--- config.mk ---
export PLATFORM = sky130hd
export DESIGN_NAME = fifo_burst_reader
export DESIGN_NICKNAME = d
export VERILOG_FILES = /design/src/rtl/fifo_pkg.sv /design/src/rtl/fifo_skid_buf.sv /design/src/rtl/fifo_burst_reader.sv
export SDC_FILE = /design/constraint.sdc
export NUM_CORES = 1
export LEC_CHECK = 0
export CAP_MARGIN = 20
export CORE_MARGIN = 2
export CORE_UTILIZATION = 24
export DETAILED_ROUTE_END_ITERATION = 16
export RECOVER_POWER = 25
export SLEW_MARGIN = 0
export SYNTH_ARGS = -nofsm -noshare
export SYNTH_HDL_FRONTEND = slang
export SYNTH_SLANG_ARGS = --single-unit
--- constraint.sdc ---
create_clock -name clk -period 5.2 [get_ports clk]
set_clock_uncertainty 0.1 [all_clocks]
set_input_delay 1.56 -clock clk [delete_from_list [all_inputs] [get_ports clk]]
set_output_delay 1.56 -clock clk [all_outputs]
set_load 0.02 [all_outputs]
--- src/rtl/fifo_pkg.sv ---
// rtl/fifo_pkg.sv - shared FIFO widths and burst reader state encoding
package fifo_pkg;

    localparam int FIFO_WIDTH = 16;
    localparam int FIFO_DEPTH = 8;
    localparam int FIFO_PTR   = 3;

    typedef enum logic [1:0] {
        IDLE  = 2'd0,
        READ  = 2'd1,
        DRAIN = 2'd2
    } state_t;

endpackage

--- src/rtl/fifo_skid_buf.sv ---
// rtl/fifo_skid_buf.sv - 2-entry valid/ready buffer carrying {last, data}
module fifo_skid_buf #(
    parameter int WIDTH = fifo_pkg::FIFO_WIDTH
) (
    input  logic             clk,
    input  logic             reset,
    input  logic             in_valid,
    input  logic [WIDTH-1:0] in_data,
    input  logic             in_last,
    output logic             out_valid,
    input  logic             out_ready,
    output logic [WIDTH-1:0] out_data,
    output logic             out_last,
    output logic [1:0]       count
);

    logic [WIDTH:0] head;
    logic [WIDTH:0] tail;
    logic           pop;

    assign out_valid = (count != 2'd0);
    assign pop       = out_valid & out_ready;
    assign out_data  = head[WIDTH-1:0];
    assign out_last  = out_valid & head[WIDTH];

    // The writer never pushes into a full buffer without a simultaneous pop.
    always_ff @(posedge clk or negedge reset) begin
        if (!reset) begin
            head  <= '0;
            tail  <= '0;
            count <= 2'd0;
        end else begin
            case (count)
                2'd0: begin
                    if (in_valid) begin
                        head  <= {in_last, in_data};
                        count <= 2'd1;
                    end
                end
                2'd1: begin
                    if (in_valid && pop) begin
                        head <= {in_last, in_data};
                    end else if (in_valid) begin
                        tail  <= {in_last, in_data};
                        count <= 2'd2;
                    end else if (pop) begin
                        count <= 2'd0;
                    end
                end
                default: begin
                    if (pop) begin
                        head <= tail;
                        if (in_valid) begin
                            tail <= {in_last, in_data};
                        end else begin
                            count <= 2'd1;
                        end
                    end
                end
            endcase
        end
    end

endmodule

--- src/rtl/fifo_burst_reader.sv ---
// rtl/fifo_burst_reader.sv - pops the FIFO in bursts onto a valid/ready stream with last marker
module fifo_burst_reader #(
    parameter int FIFO_WIDTH = fifo_pkg::FIFO_WIDTH,
    parameter int FIFO_DEPTH = fifo_pkg::FIFO_DEPTH,
    parameter int FIFO_PTR   = fifo_pkg::FIFO_PTR,
    parameter int BURST_LEN  = 4,
    parameter int TIMEOUT    = 16
) (
    input  logic                  clk,
    input  logic                  reset,
    input  logic                  enable,
    input  logic                  fifo_empty,
    input  logic [FIFO_PTR:0]     fifo_data_avail,
    input  logic [FIFO_WIDTH-1:0] fifo_read_data,
    output logic                  fifo_rd_en,
    output logic [FIFO_WIDTH-1:0] out_data,
    output logic                  out_valid,
    input  logic                  out_ready,
    output logic                  out_last,
    output logic                  busy,
    output logic [7:0]            burst_cnt
);
    import fifo_pkg::*;

    localparam int RW        = FIFO_PTR + 1;
    localparam int TW        = $clog2(TIMEOUT);
    localparam int BURST_EFF = (BURST_LEN > FIFO_DEPTH) ? FIFO_DEPTH : BURST_LEN;
    localparam logic [RW-1:0] BURST_W   = RW'(BURST_EFF);
    localparam logic [TW-1:0] TIMER_MAX = TW'(TIMEOUT - 1);

    state_t        state;
    state_t        next_state;
    logic [RW-1:0] remaining;
    logic [RW-1:0] next_remaining;
    logic [TW-1:0] timer;
    logic [TW-1:0] next_timer;
    logic          inflight;
    logic          inflight_last;
    logic          burst_done;
    logic [1:0]    buf_count;
    logic [2:0]    occupancy;

    // Buffer slots still taken after this edge; a pop now needs one of two free next cycle.
    assign occupancy = {1'b0, buf_count} - {2'b0, out_valid & out_ready} + {2'b0, inflight};
    assign busy      = (state != IDLE);

    always_ff @(posedge clk or negedge reset) begin
        if (!reset) begin
            state <= IDLE;
        end else begin
            state <= next_state;
        end
    end

    always_ff @(posedge clk or negedge reset) begin
        if (!reset) begin
            remaining     <= '0;
            timer         <= '0;
            inflight      <= 1'b0;
            inflight_last <= 1'b0;
            burst_cnt     <= '0;
        end else begin
            remaining     <= next_remaining;
            timer         <= next_timer;
            inflight      <= fifo_rd_en;
            inflight_last <= fifo_rd_en && (remaining == RW'(1));
            burst_cnt     <= burst_cnt + {7'b0, burst_done};
        end
    end

    always_comb begin
        next_state     = state;
        next_remaining = remaining;
        next_timer     = '0;
        fifo_rd_en     = 1'b0;
        burst_done     = 1'b0;
        case (state)
            IDLE: begin
                if (enable && (fifo_data_avail >= BURST_W)) begin
                    next_remaining = BURST_W;
                    next_state     = READ;
                end else if (enable && (fifo_data_avail != '0)) begin
                    if (timer == TIMER_MAX) begin
                        next_remaining = fifo_data_avail;
                        next_state     = READ;
                    end else begin
                        next_timer = timer + TW'(1);
                    end
                end
            end
            READ: begin
                if (remaining == '0) begin
                    next_state = DRAIN;
                end else if (!fifo_empty && (occupancy < 3'd2)) begin
                    fifo_rd_en     = 1'b1;
                    next_remaining = remaining - RW'(1);
                end
            end
            DRAIN: begin
                if ((buf_count == 2'd0) && !inflight) begin
                    burst_done = 1'b1;
                    next_state = IDLE;
                end
            end
            default: next_state = IDLE;
        endcase
    end

    fifo_skid_buf #(
        .WIDTH(FIFO_WIDTH)
    ) u_skid (
        .clk      (clk),
        .reset    (reset),
        .in_valid (inflight),
        .in_data  (fifo_read_data),
        .in_last  (inflight_last),
        .out_valid(out_valid),
        .out_ready(out_ready),
        .out_data (out_data),
        .out_last (out_last),
        .count    (buf_count)
    );

endmodule

# After elaboration in Yosys (flattened, before gate mapping)
# Cells that the tools add are included.
[word_totals]
elab_cells = 93
in_bits = 25
reg_bits = 56
output_inout_bits = 28
[op_classes]
n_lt_le_gt_ge = 2
addsub = 5
n_mux = 36
reduce_logical = 22
eq_ne = 16
n_bitwise = 3
[op_table]
columns = ["op", "n"]
rows = [
  ["$mux W17", 6],
  ["$pmux W17 S2", 2],
  ["$mux W4", 9],
  ["$mux W2", 11],
  ["$ne A2 B2 Y1 const B", 6],
  ["$reduce_and A5 Y1", 2],
  ["$add A8 B1 Y8", 1],
  ["$pmux W4 S2", 1],
  ["$reduce_bool A2 Y1", 4],
  ["$logic_and A1 B1 Y1", 6],
  ["$ne A3 B3 Y1 const B", 2],
  ["$pmux W2 S3", 1],
  ["$reduce_and A3 Y1", 2],
  ["$mux W1", 5],
  ["$add A4 B1 Y4 const B", 1],
  ["$eq A2 B1 Y1 const B", 2],
  ["$eq A4 B1 Y1 const B", 1],
  ["$eq A4 B4 Y1 const B", 1],
  ["$ge A4 B3 Y1 const B", 1],
  ["$logic_not A2 Y1", 2],
  ["$logic_not A4 Y1", 1],
  ["$pmux W2 S2", 1],
  ["$reduce_and A4 Y1", 1],
  ["$reduce_bool A4 Y1", 1],
  ["other kinds (12)", 14],
]

# Logic depth before layout (Yosys ltp)
[depth]
word_depth = 10
depth_mapped = 10

# Hierarchy
# A second synthesis with hierarchy kept.
[hier_totals]
hier_cells = 224
hier_area_um2 = 2866.5
[modules_own_cells]
columns = ["module", "n_inst", "cells_each", "seq_area_each_um2", "area_per_inst_um2"]
rows = [
  ["fifo_skid_buf", 1, 122, 900.9, 1778.0],
  ["fifo_burst_reader", 1, 102, 500.5, 1088.5],
]

# Worst setup path after synthesis
# OpenSTA, ideal clock, no wires.
[synth_timing]
kind = "input-to-output"
start = "input out_ready"
end = "output fifo_rd_en"
required_ns = 3.540
arrival_time_ns = 3.208
path_stages = 7
n_path_buf = 0
slack_ns = 0.332
cell_sequence = "inv_1 -> nor3_1 -> o21ai_0 -> fa_1 -> nor2b_1 -> nand3_1 -> nor2_1"
[synth_between]
elab_chain_len = 8
[synth_rtl]
columns = ["item", "line_no", "source"]
rows = [
  ["start, declared", "fifo_burst_reader.sv:18", "input logic out_ready,"],
  ["$and A1 B1 Y1", "fifo_burst_reader.sv:44", "assign occupancy = {1'b0, buf_count} - {2'b0, out_valid & out_ready} + {2'b0, inflight};"],
  ["$sub A2 B1 Y3", "fifo_burst_reader.sv:44", ""],
  ["$add A3 B1 Y3", "fifo_burst_reader.sv:44", ""],
  ["$lt A3 B2 Y1", "fifo_burst_reader.sv:94", "end else if (!fifo_empty && (occupancy < 3'd2)) begin"],
  ["$logic_and A1 B1 Y1", "fifo_burst_reader.sv:94", ""],
  ["$mux W1", "fifo_burst_reader.sv:94", ""],
  ["$mux W1", "fifo_burst_reader.sv:92", "if (remaining == '0) begin"],
  ["$mux W1", "fifo_burst_reader.sv:77", "case (state)"],
  ["end, declared", "fifo_burst_reader.sv:15", "output logic fifo_rd_en,"],
]
# Every way passes these cells.

# Final worst setup path
# Ends and elaborated chain as after synthesis.

==> results.yml <==
placed_design:
  io_buffer_count: 52
  dpl.hpwl_mm: 3.89
  place.gp.congestion: 0.755
logic_synthesis:
  seq_area_frac_synth: 0.507
  yosys_warnings: 0
  synthArstFlopShare: 1.00
  synth-xor-area-share: 0.0254
  synth_edf_count: 0
  synth_top_flop_cell: "dfrtp_1"
  post_synth_num_cell_types: 43
  synthMuxAreaShare: 0.142
  syn_inst: 250
  synth_compound_area_frac: 0.103
  synthAdderAreaFrac: 0.0299
  syn_avg_cell_area_sq_um: 11.1
  synth_top_family_by_area: "multiplexers"
  syn-num-nets: 281
  yosys.area_share.simple: 0.115
  synth-seq-cells: 56
  syn_area_sq_um: 2760
global_route:
  antenna_found_initial: 0
  grt_pass1_wl_mm: 9.67
  grt_pass1_vias: 2039
  track_usage: 0.0953
  grt_overflow: 0
  grt_max_degree: 57
timing:
  fin_crit_sh: 0.924
  hold_viol: 0
  final-setup-viol-count: 0
  finalMaxSlewViolations: 57
  worst_pin_slew_ps: 3040
  maxSlewHeadroom: -1.03
  rsz0062_at_grt: "no"
  final.min_clock_period_ps: 4810
  fmax_mhz: 208
critical_path:
  crit_family: "buffers and inverters"
  cp.arrival_ps: 3150
  cp_num_cells: 10
  critPathMaxFanout: 2
  crit_buf_inv: 5
  slowest_delay_ps: 520
  reg2reg_slack_ps: 2660
  reg2reg_from: "u_skid.count[1]$_DFFE_PN0P_"
  worstSetupEndpointType: "output pin"
  cp.required_ps: 3540
  critPathCapture: "fifo_rd_en"
  crit_path_frequent_cell: "buf_4"
  crit_chain: "dlymetal6s2s_1, inv_1, nor3_2, buf_4, buf_4, fa_2, nor2b_4, nand3_4, nor2_4, buf_6"
  cp-startpoint: "out_ready"
  r2r_cells: 11
  start_kind: "input port"
  critPathSlowestCell: "fa_2"
  timing.rr.end: "remaining[1]$_DFFE_PN0P_"
  critPathKind: "input port to output pin"
route:
  drt_wl_total_mm: 5.73
  first_pass_iters: 4
  vias_per_cell: 4.45
  vias: 1953
  wl_per_cell_um: 13.0
  ant_nets: 0
  drt_iter0_drc: 75
  drc_errors: 0
power_and_ir_drop:
  p_leak_nw: 1.51
  max-vdd-ir-drop_mv: 0.211
  p_total_mw: 2.03
  power_density_nw_per_um2: 569
floorplan:
  die_h_um: 111
  ioPinCount: 53
  rows: 39
  die-area_sq_um: 12400
  core-area_sq_um: 11300
  dieWidth_um: 111
  initial_core_util: 0.244
clock_tree:
  cts.sinks: 56
  clk_transition_reported_paths_ps: 80
  cts-root-buf: "clkbuf_16"
  numCtsBuffers: 5
  clk_path_buf_depth: 2
  cts_tree: "done"
  cts_htree_levels: 2
  clock_latency_ps: 290
  hold_buffers: 0
status:
  outcome: "complete, but fails checks"
  violations: "max-capacitance violations, max-slew violations"
final_layout:
  drive_gt1_frac: 0.176
  nets: 326
  final_common_cell: "dfrtp_1"
  fin_util: 0.315
  layout_common_cells: "56 x dfrtp_1, 49 x clkdlybuf4s50_1, 26 x nor2_1"
  antennaDiodeCount: 0
  area_growth_pct: 29.0
min_path:
  holdCritPathClass: "flop to flop"
flow_run:
  drv_cap: 1
[how the worst min path moves through the flow]
stage	from	to	slack, ps	cells after the start
2_1_floorplan	timer[0]$_DFF_PN0_	timer[0]$_DFF_PN0_	360	1
3_3_place_gp	burst_cnt[7]$_DFF_PN0_	burst_cnt[7]$_DFF_PN0_	360	1
3_5_place_dp	burst_cnt[7]$_DFF_PN0_	burst_cnt[7]$_DFF_PN0_	370	1
4_1_cts	burst_cnt[7]$_DFF_PN0_	burst_cnt[7]$_DFF_PN0_	380	1
5_1_grt	burst_cnt[7]$_DFF_PN0_	burst_cnt[7]$_DFF_PN0_	400	1
6_report	burst_cnt[7]$_DFF_PN0_	burst_cnt[7]$_DFF_PN0_	380	1
[metrics by stage]
step / instance area [sq um] / worst slack (ps) / setup TNS (ps) / instances / hold WS, ps
floorplan: 2760 / 332 / 0 / 250 / 356
global placement: 3340 / -529 / -529 / 427 / 362
detailed placement: 3340 / -567 / -567 / 427 / 372
CTS: 3500 / 13.9 / 0 / 436 / 383
global route: 3560 / 292 / 0 / 439 / 396
finish: 3560 / 394 / 0 / 439 / 377
[registers in the layout, indices dropped and copies added (netlist names)]
name           flops
u_skid.count       2
inflight_last      1
remaining          4
burst_cnt          8
u_skid.head       17
timer              4
inflight           1
state              2
u_skid.tail       17
[cell families (layout without fill, tap and decap cells)]
| group | count (synthesis) | count (layout) |
|---|---|---|
| AO/OA/AOI/OAI | 45 | 45 |
| XOR/XNOR | 8 | 8 |
| adder cells (fa/ha/maj) | 6 | 6 |
| buffers and inverters | 36 | 82 |
| flip-flops | 56 | 56 |
| multiplexers | 37 | 37 |
| AND/OR/NAND/NOR | 62 | 62 |
[layer usage]
layer / part of all wire / global-route usage / vias up / wire length, um
met2: 0.52 / 0.174 / 41 / 2970
met5: 0 / 0 / - / 0
met4: 0.010 / 0.0263 / 0 / 58
met1: 0.43 / 0.108 / 962 / 2440
li1: - / - / 944 / -
met3: 0.044 / 0.0279 / 6 / 254
[cell usage after synthesis (3+ instances only)]
| library cell | number | share of area |
|---|---|---|
| a21oi_1 | 23 | 0.042 |
| and3_1 | 3 | 0.0068 |
| buf_2 | 6 | 0.011 |
| buf_4 | 19 | 0.052 |
| dfrtp_1 | 56 | 0.51 |
| ha_1 | 5 | 0.023 |
| inv_1 | 9 | 0.012 |
| mux2_2 | 18 | 0.073 |
| mux2i_1 | 19 | 0.069 |
| nand2_1 | 3 | 0.0041 |
| nand3_1 | 7 | 0.013 |
| nor2_1 | 27 | 0.037 |
| nor3_1 | 4 | 0.0072 |
| o21ai_0 | 9 | 0.016 |
| xnor2_1 | 6 | 0.019 |
[what timing repair did]
item                       4_1_cts  5_1_grt
setup buffers                    1        3
setup endpoints to repair        1        1
pin swaps                        1        4
cloned                           0        0
gates resized for setup          7       11
[worst register-to-register path, cell delays in order (launching register included)]
cell	delay, ps
dfrtp_1	380
inv_1	120
nor3_2	60
buf_4	130
buf_4	120
fa_2	520
nor2b_4	170
nand3_4	90
buf_4	150
buf_4	130
a211oi_2	290
mux2i_1	210
[where the power goes]
group,switching [mW],leakage (nW),internal [mW]
sequential,0.109,0.685,0.608
combinational,0.486,0.749,0.482
clock,0.163,0.0742,0.181
total,0.759,1.51,1.27
[layout make-up]
cell class	instances	area, sq um
Fill cell	1188	7760
Sequential cell	56	1400
Inverter	9	33.8
Timing Repair Buffer	65	613
Clock buffer	5	125
Multi-Input combinational cell	158	1190
Clock inverter	3	22.5
Tap cell	143	179
No activity file was read; power rests on OpenSTA's default activity.
==> edit, RTL diff (config.mk and constraints unchanged) <==
The package constant `FIFO_PTR` goes from 3 to 2.
--- a/src/rtl/fifo_pkg.sv
+++ b/src/rtl/fifo_pkg.sv
@@ -4,5 +4,5 @@
     localparam int FIFO_WIDTH = 16;
     localparam int FIFO_DEPTH = 8;
-    localparam int FIFO_PTR   = 3;
+    localparam int FIFO_PTR   = 2;
 
     typedef enum logic [1:0] {
Interface: changed (resized fifo_data_avail); port bits go from 53 to 52. The function was not compared with the original's and may differ.
==> edit against the unedited design <==
- worst setup slack got worse by 0.070 ns
- largest power group unchanged
- maximum frequency fell by 1.4%
- the flow still finishes with violations (capacitance limit, slew limit)
- core utilization rose by 0.14 points
- synthesized area fell by 1.0%
- routed wire length fell by 7.9%
- total power fell by 6.4%
- first-iteration DRC count fell by 32%
- critical path type unchanged
- sequential cell count fell by 1
- design area fell by 2.6%
==> edit: results (changes against the unedited design) <==
[placement] total placed instance area 3270 um^2 [-2.3%]
[power] worst voltage drop across the vdd grid 199 uV [-5.5%]
[critical_path] maximum net fanout on the critical path 3 [+1]
[global_route] global-route wire length before repair 8830 um [-8.6%]
[route] WL per Instance 12.5 um [-4.0%]
[critical_path] register-to-register setup slack 2.73 ns [+0.07 ns]
[global_route] total routing usage reported by global routing 0.0867 [-0.00856]
[status] violations in the final reports capacitance limit, slew limit
[route] detailed-route via count 1,814 [-7.1%]
[critical_path] count of cells along the worst register-to-register path 10 [-1]
[yosys] commonest cells in the synthesized netlist 55 x sky130_fd_sc_hd__dfrtp_1, 24 x sky130_fd_sc_hd__nor2_1, 18 x sky130_fd_sc_hd__mux2i_1, 17 x sky130_fd_sc_hd__buf_4, 17 x sky130_fd_sc_hd__mux2_2
[power] Switching Fraction 0.363 [-0.0112]
[timing] ratio of final minimum period to clock period 0.938 [+0.0134]
[placement] count of input and output buffers 51 [-1.9%]
[run] number of maximum-capacitance constraint violations 1 [unchanged]
[status] status finished with violations
[cells_and_area] number of nets in the final layout 311 [-4.6%]
[placement] number of placed cells counting well taps 411 [-3.7%]
[yosys] Netlist cell types 39 [-9.3%]
[yosys] portion of the post-synthesis area used by sequential elements 0.503 [-0.00404]
[yosys] synth top area cells sky130_fd_sc_hd__dfrtp_1 50%, sky130_fd_sc_hd__mux2_2 7.0%, sky130_fd_sc_hd__mux2i_1 6.6%
[timing] max-slew violation count 28 [-51%]
[cells_and_area] post-route insts no fill 421 [-4.1%]
[timing] Slew headroom -0.00234 [+1.02]
[cells_and_area] fill cell total of the finished layout 1,112 [-6.4%]
[placement] placer's final routability congestion estimate 0.778 [+3.0%]
[edit: cell types whose count changed after synthesis, sizes merged, moves of 2 or more]
cell / change
nand2: +4
inv: -3
a21oi: -2
and3b: +2
clkbuf: -2
nand2b: +2
nand3: -2
nor2b: +2
o21ai: -2
or2: +2
or3: -2
[edit: per-stage QoR]
step	TNS (ns)	total power (uW)
2_1_floorplan	0	1350
3_3_place_gp	-0.452	1520
3_5_place_dp	-0.459	1540
4_1_cts	0	1880
5_1_grt	0	2040
6_report	0	1900
[edit: timing repair]
item                                   CTS  global route
gates resized for setup                  7            10
gates cloned                             0             0
setup endpoints to repair                1             1
endpoints found under the hold margin    0             0
buffers inserted                         0             1
pin swaps                                0             3
[edit: logic make-up after synthesis]
family                   after synthesis  share of synthesized area
AO/OA/AOI/OAI                         37                     0.0993
XOR/XNOR                               8                     0.0256
adder cells (fa/ha/maj)                7                     0.0348
buffers and inverters                 31                     0.0787
flip-flops                            55                      0.503
multiplexers                          35                      0.136
AND/OR/NAND/NOR                       66                      0.123
[edit: routing by layer]
layer  track usage  routed length (um)
met1         0.118                2590
met2         0.139                2460
met3        0.0219                 201
met4        0.0200                  24
met5             0                   0
[edit: power groups by stage]
| stage | clock [uW] | sequential, uW | combinational (uW) |
|---|---|---|---|
| after floorplan | 0 | 695 | 652 |
| after global placement | 0 | 714 | 810 |
| after detailed placement | 0 | 722 | 819 |
| after CTS | 344 | 715 | 825 |
| after global routing | 356 | 742 | 942 |
| final | 326 | 715 | 858 |
[edit: critical path, cell delays in order]
cell and delay, ns:
sky130_fd_sc_hd__dlymetal6s2s_1 0.14, sky130_fd_sc_hd__clkbuf_1 0.13, sky130_fd_sc_hd__nor2b_2 0.14, sky130_fd_sc_hd__o21ai_1 0.08
sky130_fd_sc_hd__fa_2 0.55, sky130_fd_sc_hd__nor2b_4 0.15, sky130_fd_sc_hd__and3_4 0.18, sky130_fd_sc_hd__and2_4 0.14
sky130_fd_sc_hd__buf_4 0.13
[edit: cell type report]
| class | instances | share of cell area |
|---|---|---|
| Multi-Input combinational cell | 153 | 0.340 |
| Clock inverter | 1 | 0.00144 |
| Clock buffer | 7 | 0.0382 |
| Tap cell | 140 | 0.0504 |
| Inverter | 6 | 0.00648 |
| Timing Repair Buffer | 59 | 0.167 |
| Sequential cell | 55 | 0.396 |
[edit: worst min-delay path by stage]
stage | cells after the start | end | from | slack [ns]
finish | 1 | burst_cnt[7] | burst_cnt[7] | 0.38
detailed placement | 1 | burst_cnt[7] | burst_cnt[7] | 0.37
floorplan | 1 | timer[0] | timer[0] | 0.36
global placement | 1 | burst_cnt[7] | burst_cnt[7] | 0.36
CTS | 1 | burst_cnt[7] | burst_cnt[7] | 0.38
global route | 1 | burst_cnt[7] | burst_cnt[7] | 0.40
